--- src/rtl/id_pkg.sv ---
//------------------------------------------------------------------
// id_pkg: shared ALU command encodings, default widths, NZCV bits.
// Revision: 1.0
//------------------------------------------------------------------
`default_nettype none

package id_pkg;

   localparam int DEF_DATA_W     = 32;
   localparam int DEF_REG_ADDR_W = 4;
   localparam int DEF_SHIFT_W    = 12;
   localparam int DEF_IMM_W      = 24;
   localparam int DEF_CNT_W      = 16;

   localparam int SR_N = 3;
   localparam int SR_Z = 2;
   localparam int SR_C = 1;
   localparam int SR_V = 0;

   typedef enum logic [3:0] {
      EXE_NOP = 4'b0000,
      EXE_MOV = 4'b0001,
      EXE_ADD = 4'b0010,
      EXE_ADC = 4'b0011,
      EXE_SUB = 4'b0100,
      EXE_SBC = 4'b0101,
      EXE_AND = 4'b0110,
      EXE_ORR = 4'b0111,
      EXE_EOR = 4'b1000,
      EXE_MVN = 4'b1001,
      EXE_CMP = 4'b1100,
      EXE_TST = 4'b1110
   } exe_cmd_e;

endpackage

`default_nettype wire

--- src/rtl/id_exe_pipe_ctrl_if.sv ---
//------------------------------------------------------------------
// id_exe_pipe_ctrl_if: decoded ID-side fields in, registered EXE-side fields out.
// Revision: 1.0
//------------------------------------------------------------------
`default_nettype none

interface id_exe_pipe_ctrl_if
   import id_pkg::*;
#(
   parameter int DATA_W     = DEF_DATA_W,
   parameter int REG_ADDR_W = DEF_REG_ADDR_W,
   parameter int SHIFT_W    = DEF_SHIFT_W,
   parameter int IMM_W      = DEF_IMM_W
);
   logic                  in_valid;
   logic                  wb_en_in, mem_r_en_in, mem_w_en_in, b_in, s_in, imm_in;
   logic [3:0]            exe_cmd_in;
   logic [3:0]            sr_in;
   logic [DATA_W-1:0]     pc_in, val_rn_in, val_rm_in;
   logic [SHIFT_W-1:0]    shift_operand_in;
   logic [IMM_W-1:0]      signed_imm_in;
   logic [REG_ADDR_W-1:0] dest_in;
   logic [REG_ADDR_W-1:0] src1, src2;
   logic                  src1_used, two_src;

   logic                  out_valid;
   logic                  wb_en, mem_r_en, mem_w_en, b, s, imm;
   logic [3:0]            exe_cmd;
   logic [3:0]            sr;
   logic [DATA_W-1:0]     pc, val_rn, val_rm;
   logic [SHIFT_W-1:0]    shift_operand;
   logic [IMM_W-1:0]      signed_imm;
   logic [REG_ADDR_W-1:0] dest;

   modport master (
      output in_valid, wb_en_in, mem_r_en_in, mem_w_en_in, b_in, s_in, imm_in,
             exe_cmd_in, sr_in, pc_in, val_rn_in, val_rm_in, shift_operand_in,
             signed_imm_in, dest_in, src1, src2, src1_used, two_src,
      input  out_valid, wb_en, mem_r_en, mem_w_en, b, s, imm, exe_cmd, sr, pc,
             val_rn, val_rm, shift_operand, signed_imm, dest
   );

   modport slave (
      input  in_valid, wb_en_in, mem_r_en_in, mem_w_en_in, b_in, s_in, imm_in,
             exe_cmd_in, sr_in, pc_in, val_rn_in, val_rm_in, shift_operand_in,
             signed_imm_in, dest_in, src1, src2, src1_used, two_src,
      output out_valid, wb_en, mem_r_en, mem_w_en, b, s, imm, exe_cmd, sr, pc,
             val_rn, val_rm, shift_operand, signed_imm, dest
   );

endinterface

`default_nettype wire

--- src/rtl/id_hazard_unit.sv ---
//------------------------------------------------------------------
// id_hazard_unit: RAW detection of the ID instruction against EXE/MEM destinations.
// Revision: 1.0
//------------------------------------------------------------------
`default_nettype none

module id_hazard_unit
   import id_pkg::*;
#(
   parameter int REG_ADDR_W = DEF_REG_ADDR_W,
   parameter bit FORWARD_EN = 1'b0
) (
   input  wire logic                  in_valid,
   input  wire logic [REG_ADDR_W-1:0] src1,
   input  wire logic [REG_ADDR_W-1:0] src2,
   input  wire logic                  src1_used,
   input  wire logic                  two_src,
   input  wire logic [REG_ADDR_W-1:0] exe_dest,
   input  wire logic [REG_ADDR_W-1:0] mem_dest,
   input  wire logic                  exe_wb_en,
   input  wire logic                  exe_mem_r_en,
   input  wire logic                  mem_wb_en,
   output logic                       raw
);

   logic match_exe, match_mem;
   logic raw_stall_all, raw_load_use;

   // A register read on both sources collapses into a single match.
   assign match_exe = in_valid & ((src1_used & (src1 == exe_dest)) |
                                  (two_src   & (src2 == exe_dest)));
   assign match_mem = in_valid & ((src1_used & (src1 == mem_dest)) |
                                  (two_src   & (src2 == mem_dest)));

   assign raw_stall_all = (match_exe & exe_wb_en) | (match_mem & mem_wb_en);
   assign raw_load_use  = match_exe & exe_mem_r_en;

   assign raw = FORWARD_EN ? raw_load_use : raw_stall_all;

endmodule

`default_nettype wire

--- src/rtl/id_exe_pipe_ctrl.sv ---
//------------------------------------------------------------------
// id_exe_pipe_ctrl: ID->EXE pipeline register with hazard bubbles, flush, freeze, perf counters.
// Revision: 1.0
//------------------------------------------------------------------
`default_nettype none

module id_exe_pipe_ctrl
   import id_pkg::*;
#(
   parameter int DATA_W     = DEF_DATA_W,
   parameter int REG_ADDR_W = DEF_REG_ADDR_W,
   parameter int SHIFT_W    = DEF_SHIFT_W,
   parameter int IMM_W      = DEF_IMM_W,
   parameter bit FORWARD_EN = 1'b0,
   parameter int CNT_W      = DEF_CNT_W
) (
   input  wire logic                  clk,
   input  wire logic                  rst,
   input  wire logic                  freeze,
   input  wire logic                  flush,
   input  wire logic [REG_ADDR_W-1:0] exe_dest,
   input  wire logic [REG_ADDR_W-1:0] mem_dest,
   input  wire logic                  exe_wb_en,
   input  wire logic                  exe_mem_r_en,
   input  wire logic                  mem_wb_en,
   output logic                       hazard,
   output logic [CNT_W-1:0]           stall_cnt,
   output logic [CNT_W-1:0]           flush_cnt,
   id_exe_pipe_ctrl_if.slave          bus
);

   localparam int FIELD_W = 6 + 4 + 4 + 3*DATA_W + SHIFT_W + IMM_W + REG_ADDR_W;

   logic               raw;
   logic [FIELD_W-1:0] load_vec;
   logic [FIELD_W-1:0] fields_d, fields_q;
   logic               valid_d, valid_q;
   logic [CNT_W-1:0]   stall_cnt_d, stall_cnt_q;
   logic [CNT_W-1:0]   flush_cnt_d, flush_cnt_q;

   id_hazard_unit #(
      .REG_ADDR_W (REG_ADDR_W),
      .FORWARD_EN (FORWARD_EN)
   ) u_hazard (
      .in_valid     (bus.in_valid),
      .src1         (bus.src1),
      .src2         (bus.src2),
      .src1_used    (bus.src1_used),
      .two_src      (bus.two_src),
      .exe_dest     (exe_dest),
      .mem_dest     (mem_dest),
      .exe_wb_en    (exe_wb_en),
      .exe_mem_r_en (exe_mem_r_en),
      .mem_wb_en    (mem_wb_en),
      .raw          (raw)
   );

   // A wrong-path instruction must never hold IF.
   assign hazard = raw & ~flush;

   assign load_vec = {bus.wb_en_in, bus.mem_r_en_in, bus.mem_w_en_in, bus.b_in,
                      bus.s_in, bus.imm_in, bus.exe_cmd_in, bus.sr_in,
                      bus.pc_in, bus.val_rn_in, bus.val_rm_in,
                      bus.shift_operand_in, bus.signed_imm_in, bus.dest_in};

   always_comb begin
      fields_d    = fields_q;
      valid_d     = valid_q;
      stall_cnt_d = stall_cnt_q;
      flush_cnt_d = flush_cnt_q;

      if (flush) begin
         fields_d = '0;
         valid_d  = 1'b0;
      end else if (freeze) begin
         fields_d = fields_q;
         valid_d  = valid_q;
      end else if (hazard || !bus.in_valid) begin
         fields_d = '0;
         valid_d  = 1'b0;
      end else begin
         fields_d = load_vec;
         valid_d  = 1'b1;
      end

      if (hazard && !freeze && (stall_cnt_q != '1))
         stall_cnt_d = stall_cnt_q + CNT_W'(1);
      if (flush && (flush_cnt_q != '1))
         flush_cnt_d = flush_cnt_q + CNT_W'(1);
   end

   always_ff @(posedge clk or posedge rst) begin
      if (rst) begin
         fields_q    <= '0;
         valid_q     <= 1'b0;
         stall_cnt_q <= '0;
         flush_cnt_q <= '0;
      end else begin
         fields_q    <= fields_d;
         valid_q     <= valid_d;
         stall_cnt_q <= stall_cnt_d;
         flush_cnt_q <= flush_cnt_d;
      end
   end

   assign {bus.wb_en, bus.mem_r_en, bus.mem_w_en, bus.b, bus.s, bus.imm,
           bus.exe_cmd, bus.sr, bus.pc, bus.val_rn, bus.val_rm,
           bus.shift_operand, bus.signed_imm, bus.dest} = fields_q;

   assign bus.out_valid = valid_q;
   assign stall_cnt     = stall_cnt_q;
   assign flush_cnt     = flush_cnt_q;

endmodule

`default_nettype wire

--- src/flat_wrapper.sv ---
// flat-port wrapper written by rule: the top's interface ports become plain ports
module id_exe_pipe_ctrl_flat import id_pkg::*;
#(
   parameter int DATA_W     = DEF_DATA_W,
   parameter int REG_ADDR_W = DEF_REG_ADDR_W,
   parameter int SHIFT_W    = DEF_SHIFT_W,
   parameter int IMM_W      = DEF_IMM_W,
   parameter bit FORWARD_EN = 1'b0,
   parameter int CNT_W      = DEF_CNT_W
)
  (clk, rst, freeze, flush, exe_dest, mem_dest, exe_wb_en, exe_mem_r_en, mem_wb_en, hazard, stall_cnt, flush_cnt, bus_in_valid, bus_wb_en_in, bus_mem_r_en_in, bus_mem_w_en_in, bus_b_in, bus_s_in, bus_imm_in, bus_exe_cmd_in, bus_sr_in, bus_pc_in, bus_val_rn_in, bus_val_rm_in, bus_shift_operand_in, bus_signed_imm_in, bus_dest_in, bus_src1, bus_src2, bus_src1_used, bus_two_src, bus_out_valid, bus_wb_en, bus_mem_r_en, bus_mem_w_en, bus_b, bus_s, bus_imm, bus_exe_cmd, bus_sr, bus_pc, bus_val_rn, bus_val_rm, bus_shift_operand, bus_signed_imm, bus_dest);
  id_exe_pipe_ctrl_if #(.DATA_W(DATA_W), .REG_ADDR_W(REG_ADDR_W), .SHIFT_W(SHIFT_W), .IMM_W(IMM_W)) bus_i ();
  input  wire logic clk;
  input  wire logic rst;
  input  wire logic freeze;
  input  wire logic flush;
  input  wire logic [REG_ADDR_W-1:0] exe_dest;
  input  wire logic [REG_ADDR_W-1:0] mem_dest;
  input  wire logic exe_wb_en;
  input  wire logic exe_mem_r_en;
  input  wire logic mem_wb_en;
  output logic hazard;
  output logic [CNT_W-1:0] stall_cnt;
  output logic [CNT_W-1:0] flush_cnt;
  input wire logic [$bits(bus_i.in_valid)-1:0] bus_in_valid;
  input wire logic [$bits(bus_i.wb_en_in)-1:0] bus_wb_en_in;
  input wire logic [$bits(bus_i.mem_r_en_in)-1:0] bus_mem_r_en_in;
  input wire logic [$bits(bus_i.mem_w_en_in)-1:0] bus_mem_w_en_in;
  input wire logic [$bits(bus_i.b_in)-1:0] bus_b_in;
  input wire logic [$bits(bus_i.s_in)-1:0] bus_s_in;
  input wire logic [$bits(bus_i.imm_in)-1:0] bus_imm_in;
  input wire logic [$bits(bus_i.exe_cmd_in)-1:0] bus_exe_cmd_in;
  input wire logic [$bits(bus_i.sr_in)-1:0] bus_sr_in;
  input wire logic [$bits(bus_i.pc_in)-1:0] bus_pc_in;
  input wire logic [$bits(bus_i.val_rn_in)-1:0] bus_val_rn_in;
  input wire logic [$bits(bus_i.val_rm_in)-1:0] bus_val_rm_in;
  input wire logic [$bits(bus_i.shift_operand_in)-1:0] bus_shift_operand_in;
  input wire logic [$bits(bus_i.signed_imm_in)-1:0] bus_signed_imm_in;
  input wire logic [$bits(bus_i.dest_in)-1:0] bus_dest_in;
  input wire logic [$bits(bus_i.src1)-1:0] bus_src1;
  input wire logic [$bits(bus_i.src2)-1:0] bus_src2;
  input wire logic [$bits(bus_i.src1_used)-1:0] bus_src1_used;
  input wire logic [$bits(bus_i.two_src)-1:0] bus_two_src;
  output wire logic [$bits(bus_i.out_valid)-1:0] bus_out_valid;
  output wire logic [$bits(bus_i.wb_en)-1:0] bus_wb_en;
  output wire logic [$bits(bus_i.mem_r_en)-1:0] bus_mem_r_en;
  output wire logic [$bits(bus_i.mem_w_en)-1:0] bus_mem_w_en;
  output wire logic [$bits(bus_i.b)-1:0] bus_b;
  output wire logic [$bits(bus_i.s)-1:0] bus_s;
  output wire logic [$bits(bus_i.imm)-1:0] bus_imm;
  output wire logic [$bits(bus_i.exe_cmd)-1:0] bus_exe_cmd;
  output wire logic [$bits(bus_i.sr)-1:0] bus_sr;
  output wire logic [$bits(bus_i.pc)-1:0] bus_pc;
  output wire logic [$bits(bus_i.val_rn)-1:0] bus_val_rn;
  output wire logic [$bits(bus_i.val_rm)-1:0] bus_val_rm;
  output wire logic [$bits(bus_i.shift_operand)-1:0] bus_shift_operand;
  output wire logic [$bits(bus_i.signed_imm)-1:0] bus_signed_imm;
  output wire logic [$bits(bus_i.dest)-1:0] bus_dest;
  assign bus_i.in_valid = bus_in_valid;
  assign bus_i.wb_en_in = bus_wb_en_in;
  assign bus_i.mem_r_en_in = bus_mem_r_en_in;
  assign bus_i.mem_w_en_in = bus_mem_w_en_in;
  assign bus_i.b_in = bus_b_in;
  assign bus_i.s_in = bus_s_in;
  assign bus_i.imm_in = bus_imm_in;
  assign bus_i.exe_cmd_in = bus_exe_cmd_in;
  assign bus_i.sr_in = bus_sr_in;
  assign bus_i.pc_in = bus_pc_in;
  assign bus_i.val_rn_in = bus_val_rn_in;
  assign bus_i.val_rm_in = bus_val_rm_in;
  assign bus_i.shift_operand_in = bus_shift_operand_in;
  assign bus_i.signed_imm_in = bus_signed_imm_in;
  assign bus_i.dest_in = bus_dest_in;
  assign bus_i.src1 = bus_src1;
  assign bus_i.src2 = bus_src2;
  assign bus_i.src1_used = bus_src1_used;
  assign bus_i.two_src = bus_two_src;
  assign bus_out_valid = bus_i.out_valid;
  assign bus_wb_en = bus_i.wb_en;
  assign bus_mem_r_en = bus_i.mem_r_en;
  assign bus_mem_w_en = bus_i.mem_w_en;
  assign bus_b = bus_i.b;
  assign bus_s = bus_i.s;
  assign bus_imm = bus_i.imm;
  assign bus_exe_cmd = bus_i.exe_cmd;
  assign bus_sr = bus_i.sr;
  assign bus_pc = bus_i.pc;
  assign bus_val_rn = bus_i.val_rn;
  assign bus_val_rm = bus_i.val_rm;
  assign bus_shift_operand = bus_i.shift_operand;
  assign bus_signed_imm = bus_i.signed_imm;
  assign bus_dest = bus_i.dest;
  id_exe_pipe_ctrl #(.DATA_W(DATA_W), .REG_ADDR_W(REG_ADDR_W), .SHIFT_W(SHIFT_W), .IMM_W(IMM_W), .FORWARD_EN(FORWARD_EN), .CNT_W(CNT_W)) u_core (.clk(clk), .rst(rst), .freeze(freeze), .flush(flush), .exe_dest(exe_dest), .mem_dest(mem_dest), .exe_wb_en(exe_wb_en), .exe_mem_r_en(exe_mem_r_en), .mem_wb_en(mem_wb_en), .hazard(hazard), .stall_cnt(stall_cnt), .flush_cnt(flush_cnt), .bus(bus_i));
endmodule
--- config.mk ---
export PLATFORM = sky130hd
export DESIGN_NAME = id_exe_pipe_ctrl_flat
export DESIGN_NICKNAME = d
export VERILOG_FILES = /design/src/rtl/id_pkg.sv /design/src/rtl/id_exe_pipe_ctrl_if.sv /design/src/rtl/id_hazard_unit.sv /design/src/rtl/id_exe_pipe_ctrl.sv /design/src/flat_wrapper.sv
export SDC_FILE = /design/constraint.sdc
export NUM_CORES = 1
export LEC_CHECK = 0
export CORE_ASPECT_RATIO = 1.2
export CORE_MARGIN = 10
export CORE_UTILIZATION = 41
export CTS_BUF_LIST = sky130_fd_sc_hd__clkbuf_4
export CTS_CLUSTER_DIAMETER = 30
export DETAILED_ROUTE_END_ITERATION = 6
export PLACE_DENSITY = 0.83
export SETUP_SLACK_MARGIN = 0.15
export SYNTH_ARGS = -nofsm -noshare
export SYNTH_HDL_FRONTEND = slang
export SYNTH_HIERARCHICAL = 1
export SYNTH_SLANG_ARGS = --single-unit
--- constraint.sdc ---
create_clock -name clk -period 7.6 [get_ports clk]
set_clock_uncertainty 0.15 [all_clocks]
set_input_delay 1.14 -clock clk [delete_from_list [all_inputs] [get_ports clk]]
set_output_delay 1.14 -clock clk [all_outputs]
set_load 0.03 [all_outputs]
==> impl_metrics.tcl <==
set metrics [dict create \
    syn_avg_cell_area_sq_um 13.9 \
    rows 52 \
    critPathKind "in2out" \
    synth_top_area_share_pct 64.7 \
    fin_crit_sh_pct 62.0 \
    vias_per_cell 5.31 \
    max-vdd-ir-drop_mv 0.120 \
    syn-num-nets 689 \
    overflow 0 \
    pin_count 360 \
    syn_to_final_growth_pct 57.3 \
    path_max_fanout 4 \
    synth_cell_types 41 \
    p_seq_share_pct 51.2 \
    fmax_mhz 212 \
    cts_hold_buf 0 \
    fp.dieH_um 164 \
    grt_util_met2_pct 34.4 \
    ys.flop_type "dfrtp_1" \
    port_buffers 358 \
    htreeDepth 4 \
    setup.worst_path.end "hazard" \
    hold_viol 0 \
    combPwrFrac_pct 21.5 \
    status "completed" \
    globalplace.congestion 0.868 \
    finalMaxSlewViolations 0 \
    synth_seq_cells 183 \
    synth_area_sq_mm 0.00708 \
    setup_violations 0 \
    async_flop_share_pct 100 \
    clockBufferDepth 2 \
    antenna_found_initial 1 \
    relSlewSlack_pct 18.7 \
    cts_resized 0 \
    drive_above_1_share_pct 4.96 \
    pre_cts_slack_ns 2.90 \
    cp.arrival_ns 3.42 \
    grt_use_met3_pct 7.65 \
    synth_area_leaders "dfrtp_1, a22o_1, xor2_1, xnor2_1, clkbuf_1" \
    syn_inst 511 \
    cts_setup_buffers 0 \
    fin_ws_ns 2.89 \
    seq_area_frac_synth_pct 64.7 \
    hold_path_class "reg2reg" \
    ff2ff_setup_slack_ns 5.32 \
    cts.sinks 183 \
    rsz0062_at_grt "no" \
    yosysWarningCount 6 \
    start_util_pct 41.9 \
    vias 5751 \
    crit_path_start_kind "primary input" \
    r2r_end "u_core/flush_cnt[1]" \
    cts_tree "built" \
    cts_buffers 17 \
    layout.nets 1034 \
    endpoint_kind "output port" \
    yosysMostFrequentCell "dfrtp_1" \
    drc 0 \
    worstMarginPinSlew_ns 1.22 \
    cellInternalPower_mw 1.48 \
    power.switching_mw 0.629 \
    grt_pass1_wl_um 36600 \
    maxCapViolations 0 \
    cts-root-buf "clkbuf_4" \
    clkLatencyLatePin_ns 0.55 \
    synth_top_cell_by_area "dfrtp_1" \
    grt_pass1_vias 6032 \
    reg2reg_from "u_core/flush_cnt[0]" \
    power_density_mw_per_mm2 190 \
    crit_required_ns 6.31 \
    grt_max_degree 105 \
    use_met1_pct 23.6 \
    ant_nets 0 \
    p_clk_share_pct 27.4 \
    reg2regPathDepth 5 \
    die_w_um 140 \
    switching_share_pct 29.8 \
    drt_wl_total_um 24500 \
    finalSetupTns_ns 0 \
    dr.pass1.iters 4 \
    drt_iter0_drc 422 \
    hpwl_um 18400 \
    fp.coreArea_sq_mm 0.0169 \
    leakagePower_nw 4.91 \
    cts.clk_slew.worst_paths_ns 0.14 \
    grtUsageTotal_pct 20.4 \
    busiest_layer "met2" \
    synth-edff-count 0 \
    dieArea_sq_mm 0.0230 \
    routedWlPerCell_um 22.6 \
    startpoint "exe_dest[2]" \
    synth_top_cells_by_count "dfrtp_1, a22o_1, clkbuf_1" \
    fin_crit_ns 4.71 \
]
==> cell families after synthesis <==
kind of cell / share of synthesized area (%)
simple gates: 6.32
mux: 0.477
buf+inv: 2.56
xor+xnor: 5.19
compound gates: 20.4
flops: 64.7
fa+ha+maj: 0.353
==> power by group through the flow <==
stage	registers (mW)	clock network (mW)	logic [mW]
detailed placement	1.10	0	0.457
global route	1.09	0.638	0.482
finish	1.08	0.578	0.454
floorplan	1.20	0	0.107
global placement	1.10	0	0.450
CTS	1.08	0.598	0.459
==> per-layer routing <==
| metal | part of all wire (%) | vias to the layer above |
|---|---|---|
| li1 | - | 2627 |
| met1 | 38 | 2853 |
| met2 | 51 | 237 |
| met3 | 8.5 | 34 |
| met4 | 2.3 | 0 |
| met5 | 0 | - |
==> flip-flops by register name, indices dropped and copies added (netlist names) <==
register / cells
u_core/fields_q: 150
u_core/flush_cnt: 16
u_core/stall_cnt: 16
u_core/bus.out_valid: 1
==> worst min path at each step <==
stage                               startpoint                    to  cells past startpoint
after floorplan           u_core/flush_cnt[11]  u_core/flush_cnt[11]                      1
after global placement    u_core/bus.out_valid  u_core/bus.out_valid                      1
after detailed placement  u_core/bus.out_valid  u_core/bus.out_valid                      1
after CTS                 u_core/flush_cnt[11]  u_core/flush_cnt[11]                      1
after global routing       u_core/fields_q[98]   u_core/fields_q[98]                      1
final                     u_core/flush_cnt[11]  u_core/flush_cnt[11]                      1
==> worst max-delay path, stage by stage <==
cell and delay (ns):
clkdlybuf4s50_1 0.46, xor2_1 0.18, nor4_1 0.25, a31oi_1 0.08, o22ai_1 0.37, nor2b_1 0.21
clkdlybuf4s50_1 0.73
==> cells in the final DEF (no fill, tap or decap), types with 2 or more instances in the layout <==
cell type        synthesis  layout
a21oi_1                  3       3
o2111ai_1                2       2
nand2_1                 14      14
inv_1                    5       4
buf_4                    0       3
dfrtp_1                183     183
and4_1                   4       4
nand4_1                 11      11
a31oi_1                  4       4
bufinv_16                0       3
nor2_1                   3       3
nand3_1                 11      11
nor4_1                   5       5
inv_6                    0       5
a22o_1                 150     150
xor2_1                  23      23
nor3_1                   4       4
or4_1                    2       2
nor3b_1                  2       2
inv_8                    0       2
ha_1                     2       2
xnor2_1                 19      19
o31ai_1                  2       2
mux2_2                   2       2
clkbuf_4                 0      18
clkdlybuf4s50_1          0     358
and3_1                   6       6
==> layout make-up <==
class	instances	area, sq um
antenna	1	2.50
clock buffer	18	135
clock inverter	12	164
fill	1269	5780
inverter	5	23.8
multi-input combinational	287	2340
sequential	183	4580
tap	216	270
timing repair buffer	362	3630
==> per-stage QoR <==
step	instances	power, mW	hold WS [ns]	util, %	cell area, sq um
floorplan	511	1.30	0.519	-	7080
global placement	1053	1.55	0.315	64.1	10800
detailed placement	1053	1.55	0.328	64.1	10800
CTS	1083	2.14	0.362	65.8	11100
global route	1084	2.21	0.384	65.8	11100
finish	1084	2.11	0.360	65.8	11100
No activity file was read; power rests on OpenSTA's default activity.
